==> config.mk <==
export PLATFORM = sky130hd
export DESIGN_NAME = dmem_bridge
export DESIGN_NICKNAME = d
export VERILOG_FILES = /design/src/rtl/dmem_pkg.sv /design/src/rtl/dmem_lane_unit.sv /design/src/rtl/dmem_bridge.sv
export SDC_FILE = /design/constraint.sdc
export NUM_CORES = 1
export LEC_CHECK = 0
export ABC_AREA = 0
export CAP_MARGIN = 20
export CORE_MARGIN = 10
export CORE_UTILIZATION = 44
export DETAILED_ROUTE_END_ITERATION = 8
export HOLD_SLACK_MARGIN = 0.06
export PLACE_DENSITY = 0.82
export SYNTH_ARGS = -nofsm -noshare
export SYNTH_HDL_FRONTEND = slang
export SYNTH_HIERARCHICAL = 1
export SYNTH_SLANG_ARGS = --single-unit
export TNS_END_PERCENT = 50
==> constraint.sdc <==
create_clock -name clk -period 3.9 [get_ports clk]
set_clock_uncertainty 0.05 [all_clocks]
set_input_delay 0.39 -clock clk [delete_from_list [all_inputs] [get_ports clk]]
set_output_delay 0.39 -clock clk [all_outputs]
set_load 0.005 [all_outputs]
==> src/rtl/dmem_pkg.sv <==
// Shared types and constants for the data-memory bridge: FSM states,
// access sizes and the byte-enable patterns the bridge accepts.
package dmem_pkg;

  typedef enum logic [1:0] {
    ST_IDLE = 2'd0,
    ST_REQ  = 2'd1,
    ST_RESP = 2'd2
  } state_e;

  typedef enum logic [1:0] {
    SZ_BYTE = 2'd0,
    SZ_HALF = 2'd1,
    SZ_WORD = 2'd2
  } size_e;

  localparam logic [3:0] BE_B0 = 4'b0001;
  localparam logic [3:0] BE_B1 = 4'b0010;
  localparam logic [3:0] BE_B2 = 4'b0100;
  localparam logic [3:0] BE_B3 = 4'b1000;
  localparam logic [3:0] BE_H0 = 4'b0011;
  localparam logic [3:0] BE_H1 = 4'b1100;
  localparam logic [3:0] BE_W  = 4'b1111;

endpackage

==> src/rtl/dmem_lane_unit.sv <==
// Combinational lane logic: byte-enable legality and size decode, store
// data replication across lanes, and load lane extraction with extension.
module dmem_lane_unit (
  input  logic [3:0]  be_i,
  input  logic [31:0] wdata_i,
  input  logic [31:0] rdata_i,
  input  logic        signed_i,
  output logic        legal_o,
  output logic [31:0] wdata_rep_o,
  output logic [31:0] rdata_ext_o
);
  import dmem_pkg::*;

  size_e       size_s;
  logic [7:0]  lane8_s;
  logic [15:0] lane16_s;

  // Decode be into legality, access size and the selected load lane
  always_comb begin
    legal_o  = 1'b0;
    size_s   = SZ_WORD;
    lane8_s  = 8'h00;
    lane16_s = 16'h0000;
    case (be_i)
      BE_B0: begin legal_o = 1'b1; size_s = SZ_BYTE; lane8_s = rdata_i[7:0];   end
      BE_B1: begin legal_o = 1'b1; size_s = SZ_BYTE; lane8_s = rdata_i[15:8];  end
      BE_B2: begin legal_o = 1'b1; size_s = SZ_BYTE; lane8_s = rdata_i[23:16]; end
      BE_B3: begin legal_o = 1'b1; size_s = SZ_BYTE; lane8_s = rdata_i[31:24]; end
      BE_H0: begin legal_o = 1'b1; size_s = SZ_HALF; lane16_s = rdata_i[15:0];  end
      BE_H1: begin legal_o = 1'b1; size_s = SZ_HALF; lane16_s = rdata_i[31:16]; end
      BE_W:  begin legal_o = 1'b1; size_s = SZ_WORD; end
      default: begin legal_o = 1'b0; size_s = SZ_WORD; end
    endcase
  end

  // Replicate store data and right-align/extend load data by size
  always_comb begin
    wdata_rep_o = wdata_i;
    rdata_ext_o = rdata_i;
    case (size_s)
      SZ_BYTE: begin
        wdata_rep_o = {4{wdata_i[7:0]}};
        rdata_ext_o = {{24{signed_i & lane8_s[7]}}, lane8_s};
      end
      SZ_HALF: begin
        wdata_rep_o = {2{wdata_i[15:0]}};
        rdata_ext_o = {{16{signed_i & lane16_s[15]}}, lane16_s};
      end
      SZ_WORD: begin
        wdata_rep_o = wdata_i;
        rdata_ext_o = rdata_i;
      end
      default: begin
        wdata_rep_o = wdata_i;
        rdata_ext_o = rdata_i;
      end
    endcase
  end

endmodule

==> src/rtl/dmem_bridge.sv <==
// Core data-side bridge: turns single-cycle load/store requests into a
// req/ack bus transaction, stalling the core and flagging bad be or timeout.
module dmem_bridge #(
  parameter int TIMEOUT = 16,
  parameter int CNT_W   = 5
) (
  input  logic        clk,
  input  logic        reset,
  input  logic        core_req,
  input  logic        MemWrite,
  input  logic [31:0] ALUResult,
  input  logic [31:0] WriteData,
  input  logic [3:0]  byteEnable,
  input  logic        load_signed,
  output logic [31:0] ReadData,
  output logic        stall,
  output logic        fault,
  output logic        bus_req,
  output logic        bus_we,
  output logic [31:0] bus_addr,
  output logic [31:0] bus_wdata,
  output logic [3:0]  bus_be,
  input  logic        bus_ack,
  input  logic [31:0] bus_rdata
);
  import dmem_pkg::*;

  state_e           state_q;
  logic             we_q;
  logic             sgn_q;
  logic [31:0]      addr_q;
  logic [3:0]       be_q;
  logic [31:0]      wdata_q;
  logic [CNT_W-1:0] cnt_q;
  logic [31:0]      rdata_q;
  logic             fault_q;

  logic [3:0]       lane_be_s;
  logic             lane_legal_s;
  logic [31:0]      lane_wdata_s;
  logic [31:0]      lane_rdata_s;
  logic             in_req_s;

  // In IDLE the lane unit judges the incoming access; afterwards the latched one
  assign lane_be_s = (state_q == ST_IDLE) ? byteEnable : be_q;

  dmem_lane_unit u_lane (
    .be_i        (lane_be_s),
    .wdata_i     (WriteData),
    .rdata_i     (bus_rdata),
    .signed_i    (sgn_q),
    .legal_o     (lane_legal_s),
    .wdata_rep_o (lane_wdata_s),
    .rdata_ext_o (lane_rdata_s)
  );

  // Transaction FSM with wait counter and latched access fields
  always_ff @(posedge clk or posedge reset) begin
    if (reset) begin
      state_q <= ST_IDLE;
      we_q    <= 1'b0;
      sgn_q   <= 1'b0;
      addr_q  <= 32'h0000_0000;
      be_q    <= 4'b0000;
      wdata_q <= 32'h0000_0000;
      cnt_q   <= '0;
      rdata_q <= 32'h0000_0000;
      fault_q <= 1'b0;
    end else begin
      case (state_q)
        ST_IDLE: begin
          rdata_q <= 32'h0000_0000;
          fault_q <= 1'b0;
          if (core_req) begin
            we_q    <= MemWrite;
            sgn_q   <= load_signed;
            addr_q  <= ALUResult & 32'hFFFF_FFFC;
            be_q    <= byteEnable;
            wdata_q <= lane_wdata_s;
            cnt_q   <= '0;
            if (lane_legal_s) begin
              state_q <= ST_REQ;
            end else begin
              state_q <= ST_RESP;
              fault_q <= 1'b1;
            end
          end else begin
            state_q <= ST_IDLE;
          end
        end
        ST_REQ: begin
          if (bus_ack) begin
            state_q <= ST_RESP;
            rdata_q <= we_q ? 32'h0000_0000 : lane_rdata_s;
            fault_q <= 1'b0;
          end else if (cnt_q == CNT_W'(TIMEOUT - 1)) begin
            state_q <= ST_RESP;
            rdata_q <= 32'h0000_0000;
            fault_q <= 1'b1;
          end else begin
            cnt_q <= cnt_q + CNT_W'(1);
          end
        end
        ST_RESP: begin
          state_q <= ST_IDLE;
          rdata_q <= 32'h0000_0000;
          fault_q <= 1'b0;
        end
        default: begin
          state_q <= ST_IDLE;
          rdata_q <= 32'h0000_0000;
          fault_q <= 1'b0;
        end
      endcase
    end
  end

  assign in_req_s  = (state_q == ST_REQ);
  assign bus_req   = in_req_s;
  assign bus_we    = in_req_s & we_q;
  assign bus_be    = in_req_s ? be_q : 4'b0000;
  assign bus_addr  = addr_q;
  assign bus_wdata = wdata_q;
  assign ReadData  = rdata_q;
  assign fault     = fault_q;
  // Reset must release the core at once, even while core_req is still held
  assign stall     = ~reset & (((state_q == ST_IDLE) & core_req) | in_req_s);

endmodule

Word level (Yosys, flattened, before mapping):

Cells that the tools add are included.

* bitwise gates (word level): 7
* $add $sub $neg: 1
* eq/ne operators: 14
* reduce and logical (&&, ||, !) cells: 8
* mux-type cells: 26

Operator list (count)
* 32-bit 2-to-1 mux: 4
* 32-bit one-hot mux with 2 select lines: 2
* 16-bit one-hot mux with 2 select lines: 1
* 8-bit one-hot mux with 4 select lines: 1
* 5-bit 2-to-1 mux: 3
* 4-bit equality test (second input constant): 3
* 5-bit one-hot mux with 2 select lines: 1
* 4-bit by 2-bit equality test with 1-bit output (second input constant): 2
* 2-bit 2-to-1 mux: 4
* 4-bit 2-to-1 mux: 2
* 2-bit one-hot mux with 2 select lines: 2
* 7-bit OR reduction: 1
* 2-bit inequality test (second input constant): 3
* 5-bit by 1-bit adder with 5-bit output (second input constant): 1
* 1-bit bitwise AND: 5
* 5-bit by 4-bit equality test with 1-bit output (second input constant): 1
* 1-bit 2-to-1 mux: 5
* 2-bit by 1-bit equality test with 1-bit output (second input constant): 2
* 4-bit by 1-bit equality test with 1-bit output (second input constant): 1
* 4-bit by 3-bit equality test with 1-bit output (second input constant): 1
* 2-bit logical NOT: 2
* 4-bit AND reduction: 1
* 4-bit OR reduction: 1
* 3-bit by 2-bit inequality test with 1-bit output (second input constant): 1
* other kinds (6): 6

* output and inout bits: 104
* logic and storage cells: 65
* register bits: 108
* bits of input ports: 106

Logic depth before layout (Yosys ltp):

* depth after elaboration: 10
* depth in mapped cells: 10
* depth with buffers taken out: 8

By module:

The synthesis kept the hierarchy.

Modules (own cells, without submodules)
* dmem_bridge: cells an instance 268, times used 1, area an instance 4172.8 um2, seq. area each 2702.6 um2
* dmem_lane_unit: cells an instance 178, times used 1, area an instance 1256.2 um2, seq. area each 0.0 um2

Worst setup path after synthesis:

No wires, ideal clock.

* path type: register -> register
* from: register state_q[1]
* to: register wdata_q[22] (netlist: bus_wdata[22])
* data arrival time: 2.744 ns
* setup slack: 0.982 ns
* buffers on the path: 3
* clock period less this slack: 2.918 ns
* library setup time: 0.125 ns
* cell stages (with the launch flop): 10
* required time: 3.725 ns
* cell sequence: dfrtp_1 nor2_1 mux2_2 buf_4 nor2_2 xnor2_1 buf_1 buf_2 mux2_2 mux2_2

* cells in the longest elaborated chain, start to end: 7
* elaborated cells between the ends (all ways): 15
* classes of those cells: 7 x eq/ne; 3 x mux; 5 x reduce/logical

Ends and longest elaborated chain
* start: declaration: line dmem_bridge.sv:28 `state_e state_q;`
* start signal: assignment: line dmem_bridge.sv:60 `state_q <= ST_IDLE;`
* start signal: assignment: line dmem_bridge.sv:82 `state_q <= ST_REQ;`
* start signal: assignment: line dmem_bridge.sv:84 `state_q <= ST_RESP;`
* 2-bit logical NOT *: line dmem_bridge.sv:45 `assign lane_be_s = (state_q == ST_IDLE) ? byteEnable : be_q;`
* 4-bit 2-to-1 mux *: line dmem_bridge.sv:45
* net lane_be_s[3]: line dmem_bridge.sv:38 `logic [3:0] lane_be_s;`
* 4-bit by 1-bit equality test with 1-bit output, or another cell as far along: line dmem_lane_unit.sv:24 `case (be_i)`
* 4-bit OR reduction (no line) / 2-bit OR reduction (equally long branches)
* 2-bit one-hot mux with 2 select lines *: line dmem_lane_unit.sv:24
* 2-bit by 1-bit equality test with 1-bit output / 2-bit logical NOT (equally long branches): line dmem_lane_unit.sv:40 `case (size_s)`
* 32-bit one-hot mux with 2 select lines *: line dmem_lane_unit.sv:40
* net lane_wdata_s[22]: line dmem_bridge.sv:40 `logic [31:0] lane_wdata_s;`
* end signal: assignment: line dmem_bridge.sv:79 `wdata_q <= lane_wdata_s;`
* end: declaration: line dmem_bridge.sv:33 `logic [31:0] wdata_q;`

The timed path passes the listed nets; every way through them passes the cells marked *.
A chain may end at the register's enable or synchronous reset.

Final worst setup path:

* from: register state_q[1]
* to: register rdata_q[19] (netlist: ReadData[19])

* cells in the longest elaborated chain, start to end: 10
* elaborated cells between the ends (all ways): 23
* classes of those cells: 9 x eq/ne; 8 x mux; 2 x bitwise; 4 x reduce/logical

Ends and longest elaborated chain
* 2-bit logical NOT *: line dmem_bridge.sv:45
* 4-bit 2-to-1 mux *: line dmem_bridge.sv:45
* net lane_be_s[2]: line dmem_bridge.sv:38
* 4-bit by 1-bit equality test with 1-bit output, or another cell as far along: line dmem_lane_unit.sv:24
* 4-bit OR reduction (no line) / 2-bit OR reduction (equally long branches)
* 2-bit one-hot mux with 2 select lines: line dmem_lane_unit.sv:24
* 2-bit by 1-bit equality test with 1-bit output / 2-bit logical NOT (equally long branches): line dmem_lane_unit.sv:40
* 32-bit one-hot mux with 2 select lines *: line dmem_lane_unit.sv:40
* net lane_rdata_s[19]: line dmem_bridge.sv:41 `logic [31:0] lane_rdata_s;`
* 32-bit 2-to-1 mux *: line dmem_bridge.sv:94 `rdata_q <= we_q ? 32'h0000_0000 : lane_rdata_s;`
* 32-bit 2-to-1 mux *: line dmem_bridge.sv:92 `if (bus_ack) begin`
* 32-bit 2-to-1 mux *: line dmem_bridge.sv:70 `case (state_q)`
* end signal: assignment: line dmem_bridge.sv:94
* end: declaration: line dmem_bridge.sv:35 `logic [31:0] rdata_q;`

Marks and branches as above.

==> impl_metrics.prom <==
# TYPE chip_impl_metric gauge
chip_impl_metric{name="post_synth.cell_area_avg",unit="um^2"} 12.2
chip_impl_metric{name="rr_worst_depth",unit=""} 9
chip_impl_metric{name="max-clock-path-buffers",unit=""} 2
chip_impl_metric{name="vias_per_inst",unit=""} 5.52
chip_impl_metric{name="report.final.slew_viol_count",unit=""} 0
chip_impl_metric{name="drcViolationCount",unit=""} 0
chip_impl_metric{name="grt_use_total",unit=""} 0.188
chip_impl_metric{name="cap_violations",unit=""} 0
chip_impl_metric{name="place_inst",unit=""} 789
chip_impl_metric{name="initial_cell_density_of_the_core",unit=""} 0.450
chip_impl_metric{name="ys_seq_elements",unit=""} 108
chip_impl_metric{name="worstSetupPathDepth",unit=""} 9
chip_impl_metric{name="arrival_time_at_the_worst_endpoint",unit="ns"} 3.37
chip_impl_metric{name="dieWidth",unit="um"} 131
chip_impl_info{name="worst-setup-path-type",value="reg -> reg"} 1
chip_impl_metric{name="cts.repair.resized",unit=""} 0
chip_impl_metric{name="timing.fmax",unit="MHz"} 313
chip_impl_metric{name="cts_buffers",unit=""} 9
chip_impl_metric{name="yosys_warnings",unit=""} 6
chip_impl_metric{name="power.static_leakage",unit="uW"} 0.00328
chip_impl_metric{name="finalHoldViolations",unit=""} 0
chip_impl_metric{name="globalRoute.totalOverflow",unit=""} 0
chip_impl_metric{name="cts_post_setup_buffers_inserted",unit=""} 0
chip_impl_metric{name="power.ir.vdd_worst",unit="uV"} 434
chip_impl_info{name="crit_path_start_kind",value="flip-flop"} 1
chip_impl_info{name="setup_repair_after_global_routing_missed_its_margin",value="no"} 1
chip_impl_metric{name="fill_cells",unit=""} 966
chip_impl_metric{name="hpwl",unit="mm"} 12.7
chip_impl_info{name="path_delay_family",value="compound AO/OA/AOI/OAI gates"} 1
chip_impl_metric{name="seq_area_frac_synth",unit=""} 0.498
chip_impl_metric{name="grt_start_max_net_pins",unit=""} 50
chip_impl_metric{name="synthesis.area",unit="um^2"} 5430
chip_impl_metric{name="antenna_violations_before_repair",unit=""} 1
chip_impl_metric{name="finalSetupViolations",unit=""} 0
chip_impl_metric{name="post-route-period-util",unit=""} 0.818
chip_impl_metric{name="fraction_of_final_layout_cells_sized_beyond_drive_strength_1",unit=""} 0.199
chip_impl_metric{name="drtIter0Drc",unit=""} 310
chip_impl_metric{name="finalWorstPathRequiredPeriod",unit="ns"} 3.19
chip_impl_info{name="ctsRootBufferMaster",value="clkbuf_16"} 1
chip_impl_metric{name="netlist-cell-type-count",unit=""} 46
chip_impl_metric{name="clock_insertion_delay_worst_skew",unit="ns"} 0.34
chip_impl_metric{name="port_buffers",unit=""} 205
chip_impl_metric{name="cts_hold_bufs",unit=""} 0
chip_impl_metric{name="design.portCount",unit=""} 210
chip_impl_metric{name="postSynthCellCount",unit=""} 446
chip_impl_metric{name="final.hold.worst_slack",unit="ns"} 0.420
chip_impl_metric{name="nNetsFinal",unit=""} 742
chip_impl_metric{name="chipHeight",unit="um"} 131
chip_impl_metric{name="pre_antenna_drt_iters",unit=""} 5
chip_impl_metric{name="critical_path_buf_inv_count",unit=""} 2
chip_impl_metric{name="timing_worst_slew_pin_value",unit="ns"} 0.644
chip_impl_metric{name="grt_first_pass_wirelength",unit="mm"} 25.2
chip_impl_metric{name="timing.setup.tns",unit="ns"} 0
chip_impl_metric{name="synth_enable_flop_cells",unit=""} 0
chip_impl_metric{name="async_flop_share",unit=""} 1.00
chip_impl_info{name="synth-main-ff-cell",value="dfrtp_1"} 1
chip_impl_metric{name="gp_weighted_congestion",unit=""} 0.893
chip_impl_metric{name="routedWlPerCell",unit="um"} 20.5
chip_impl_metric{name="area.growth.synth_to_final",unit="%"} 44.9
chip_impl_info{name="critical-path-top-cell-by-count",value="buf_4"} 1
chip_impl_metric{name="clock-sinks",unit=""} 108
chip_impl_metric{name="htree_levels",unit=""} 3
chip_impl_metric{name="grt_pass1_vias",unit=""} 4740
chip_impl_info{name="cts_tree",value="yes"} 1
chip_impl_metric{name="routed_wl",unit="mm"} 16.6
chip_impl_metric{name="rows",unit=""} 40
chip_impl_metric{name="critical_path.max_fanout",unit=""} 23
chip_impl_info{name="crit_path_top_delay_cell",value="mux2_2"} 1
chip_impl_metric{name="slew_headroom",unit=""} 0.571
chip_impl_info{name="worst_setup_path_end_kind",value="flip-flop"} 1
chip_impl_info{name="result_of_the_run",value="completed"} 1
chip_impl_metric{name="crit_required",unit="ns"} 4.07
chip_impl_metric{name="detailroute.via_count",unit=""} 4458
chip_impl_info{name="hold_path_class",value="in -> async"} 1
chip_impl_metric{name="ant_nets",unit=""} 0
chip_impl_metric{name="die-area",unit="um^2"} 17200
chip_impl_metric{name="fp.coreArea",unit="um^2"} 12100
chip_impl_metric{name="instances_no_fill",unit=""} 808
chip_impl_info{name="crit_chain",value="nor2_1, mux2_2, nor2_2, buf_4, a32oi_1, a222oi_1, buf_4, a21oi_1, a22o_1"} 1
chip_impl_metric{name="path_clk_slew",unit="ns"} 0.07
chip_impl_metric{name="slowest_delay",unit="ns"} 0.55
chip_impl_metric{name="power_density",unit="nW/um^2"} 752
[worst register-to-register path, delay by kind of cell (launching register included)]
kind	cells	cell delay (ns)
compound gates	4	0.73
buf+inv	2	0.63
flops	1	0.46
mux	1	0.55
simple gates	2	0.64
[placed cells by master, fill, tap and decap left out, types with 10 or more instances in the layout]
master             n
clkdlybuf4s50_1  205
a22o_1            46
nand2_1           24
a21oi_1           10
mux2_2            81
nor2b_1           13
buf_4             11
a221o_1           18
a21oi_2           10
dfrtp_1          108
[registers in the layout, summed over array words and instances, names as in the netlist]
| signal | flops |
|---|---|
| cnt_q | 5 |
| bus_wdata | 32 |
| be_q | 4 |
| sgn_q | 1 |
| fault | 1 |
| we_q | 1 |
| bus_addr | 30 |
| ReadData | 32 |
| state_q | 2 |
[cell usage after synthesis (all sizes together), types with 2 or more instances]
library cell / number / area share
a32o: 2 / 0.0037
inv: 8 / 0.0055
o21ai: 2 / 0.0018
nor3b: 2 / 0.0048
a21o: 9 / 0.012
nor2b: 13 / 0.015
nor3: 2 / 0.0028
nor4b: 2 / 0.0060
dfrtp: 108 / 0.50
a21oi: 20 / 0.025
nand2: 24 / 0.017
a22o: 46 / 0.074
o211ai: 6 / 0.0083
and2: 8 / 0.0092
a221o: 18 / 0.033
xnor2: 2 / 0.0032
ha: 2 / 0.0046
nand2b: 2 / 0.0023
nor2: 11 / 0.0085
nand3b: 3 / 0.0041
and3: 3 / 0.0035
clkbuf: 8 / 0.0055
o2bb2ai: 2 / 0.0032
a32oi: 4 / 0.0065
mux2: 81 / 0.17
nand3: 5 / 0.0046
buf: 35 / 0.042
a22oi: 9 / 0.012
[per-layer routing]
layer  share of wire  routed length (um)  GRT usage
met1            0.38                6250      0.214
met2            0.49                8110      0.309
met3            0.11                1870     0.0784
met4           0.019                 317     0.0713
met5         0.00078                  13          0
[path summary, 6_finish.rpt]
check | startpoint | end | slack, ns
setup / recovery | state_q[1] | ReadData[19] | 0.71
hold / removal | reset | ReadData[31] | 0.42
setup reg to reg | state_q[1] | ReadData[19] | 0.71
hold reg to reg | ReadData[3] | ReadData[3] | 0.46
max in group asynchronous | reset | bus_wdata[11] | 2.62
min in group clk | ReadData[3] | ReadData[3] | 0.46
[cells by family (layout without fill, tap and decap cells)]
logic type / Yosys count / in the layout / share of synthesized area
other: 1 / 4 / 0.000691
XOR/XNOR: 3 / 3 / 0.00484
multiplexers: 82 / 82 / 0.170
adder cells (fa/ha/maj): 2 / 2 / 0.00461
AND/OR/NAND/NOR: 76 / 76 / 0.0786
AO/OA/AOI/OAI: 123 / 123 / 0.190
buffers and inverters: 51 / 242 / 0.0535
flip-flops: 108 / 108 / 0.498
[report_power, final]
part           internal (uW)  leakage [uW]  switching (uW)
sequential              1530       0.00136             228
clock                    466      0.000129             383
combinational           1820       0.00180            1480
[metrics by stage]
| stage | total power (uW) | utilization | cell area, um^2 | setup slack [ns] |
|---|---|---|---|---|
| 2_1_floorplan | 3690 | - | 5430 | 0.614 |
| 3_3_place_gp | 4920 | 0.626 | 7550 | 0.502 |
| 3_5_place_dp | 5070 | 0.627 | 7570 | 0.352 |
| 4_1_cts | 5940 | 0.650 | 7840 | 0.339 |
| 5_1_grt | 6320 | 0.652 | 7860 | 0.548 |
| 6_report | 5910 | 0.652 | 7870 | 0.709 |
[cell type report]
type | instances | area [um^2] | area share
well taps | 168 | 210 | 0.0267
clock inverters | 1 | 7.51 | 0.000955
repair buffers | 219 | 2180 | 0.278
multi-input cells | 288 | 2460 | 0.313
diodes | 2 | 5.00 | 0.000636
inverters | 8 | 32.5 | 0.00414
clock buffers | 14 | 264 | 0.0336
flip-flops and latches | 108 | 2700 | 0.344
(Power assumes the default switching activity.)
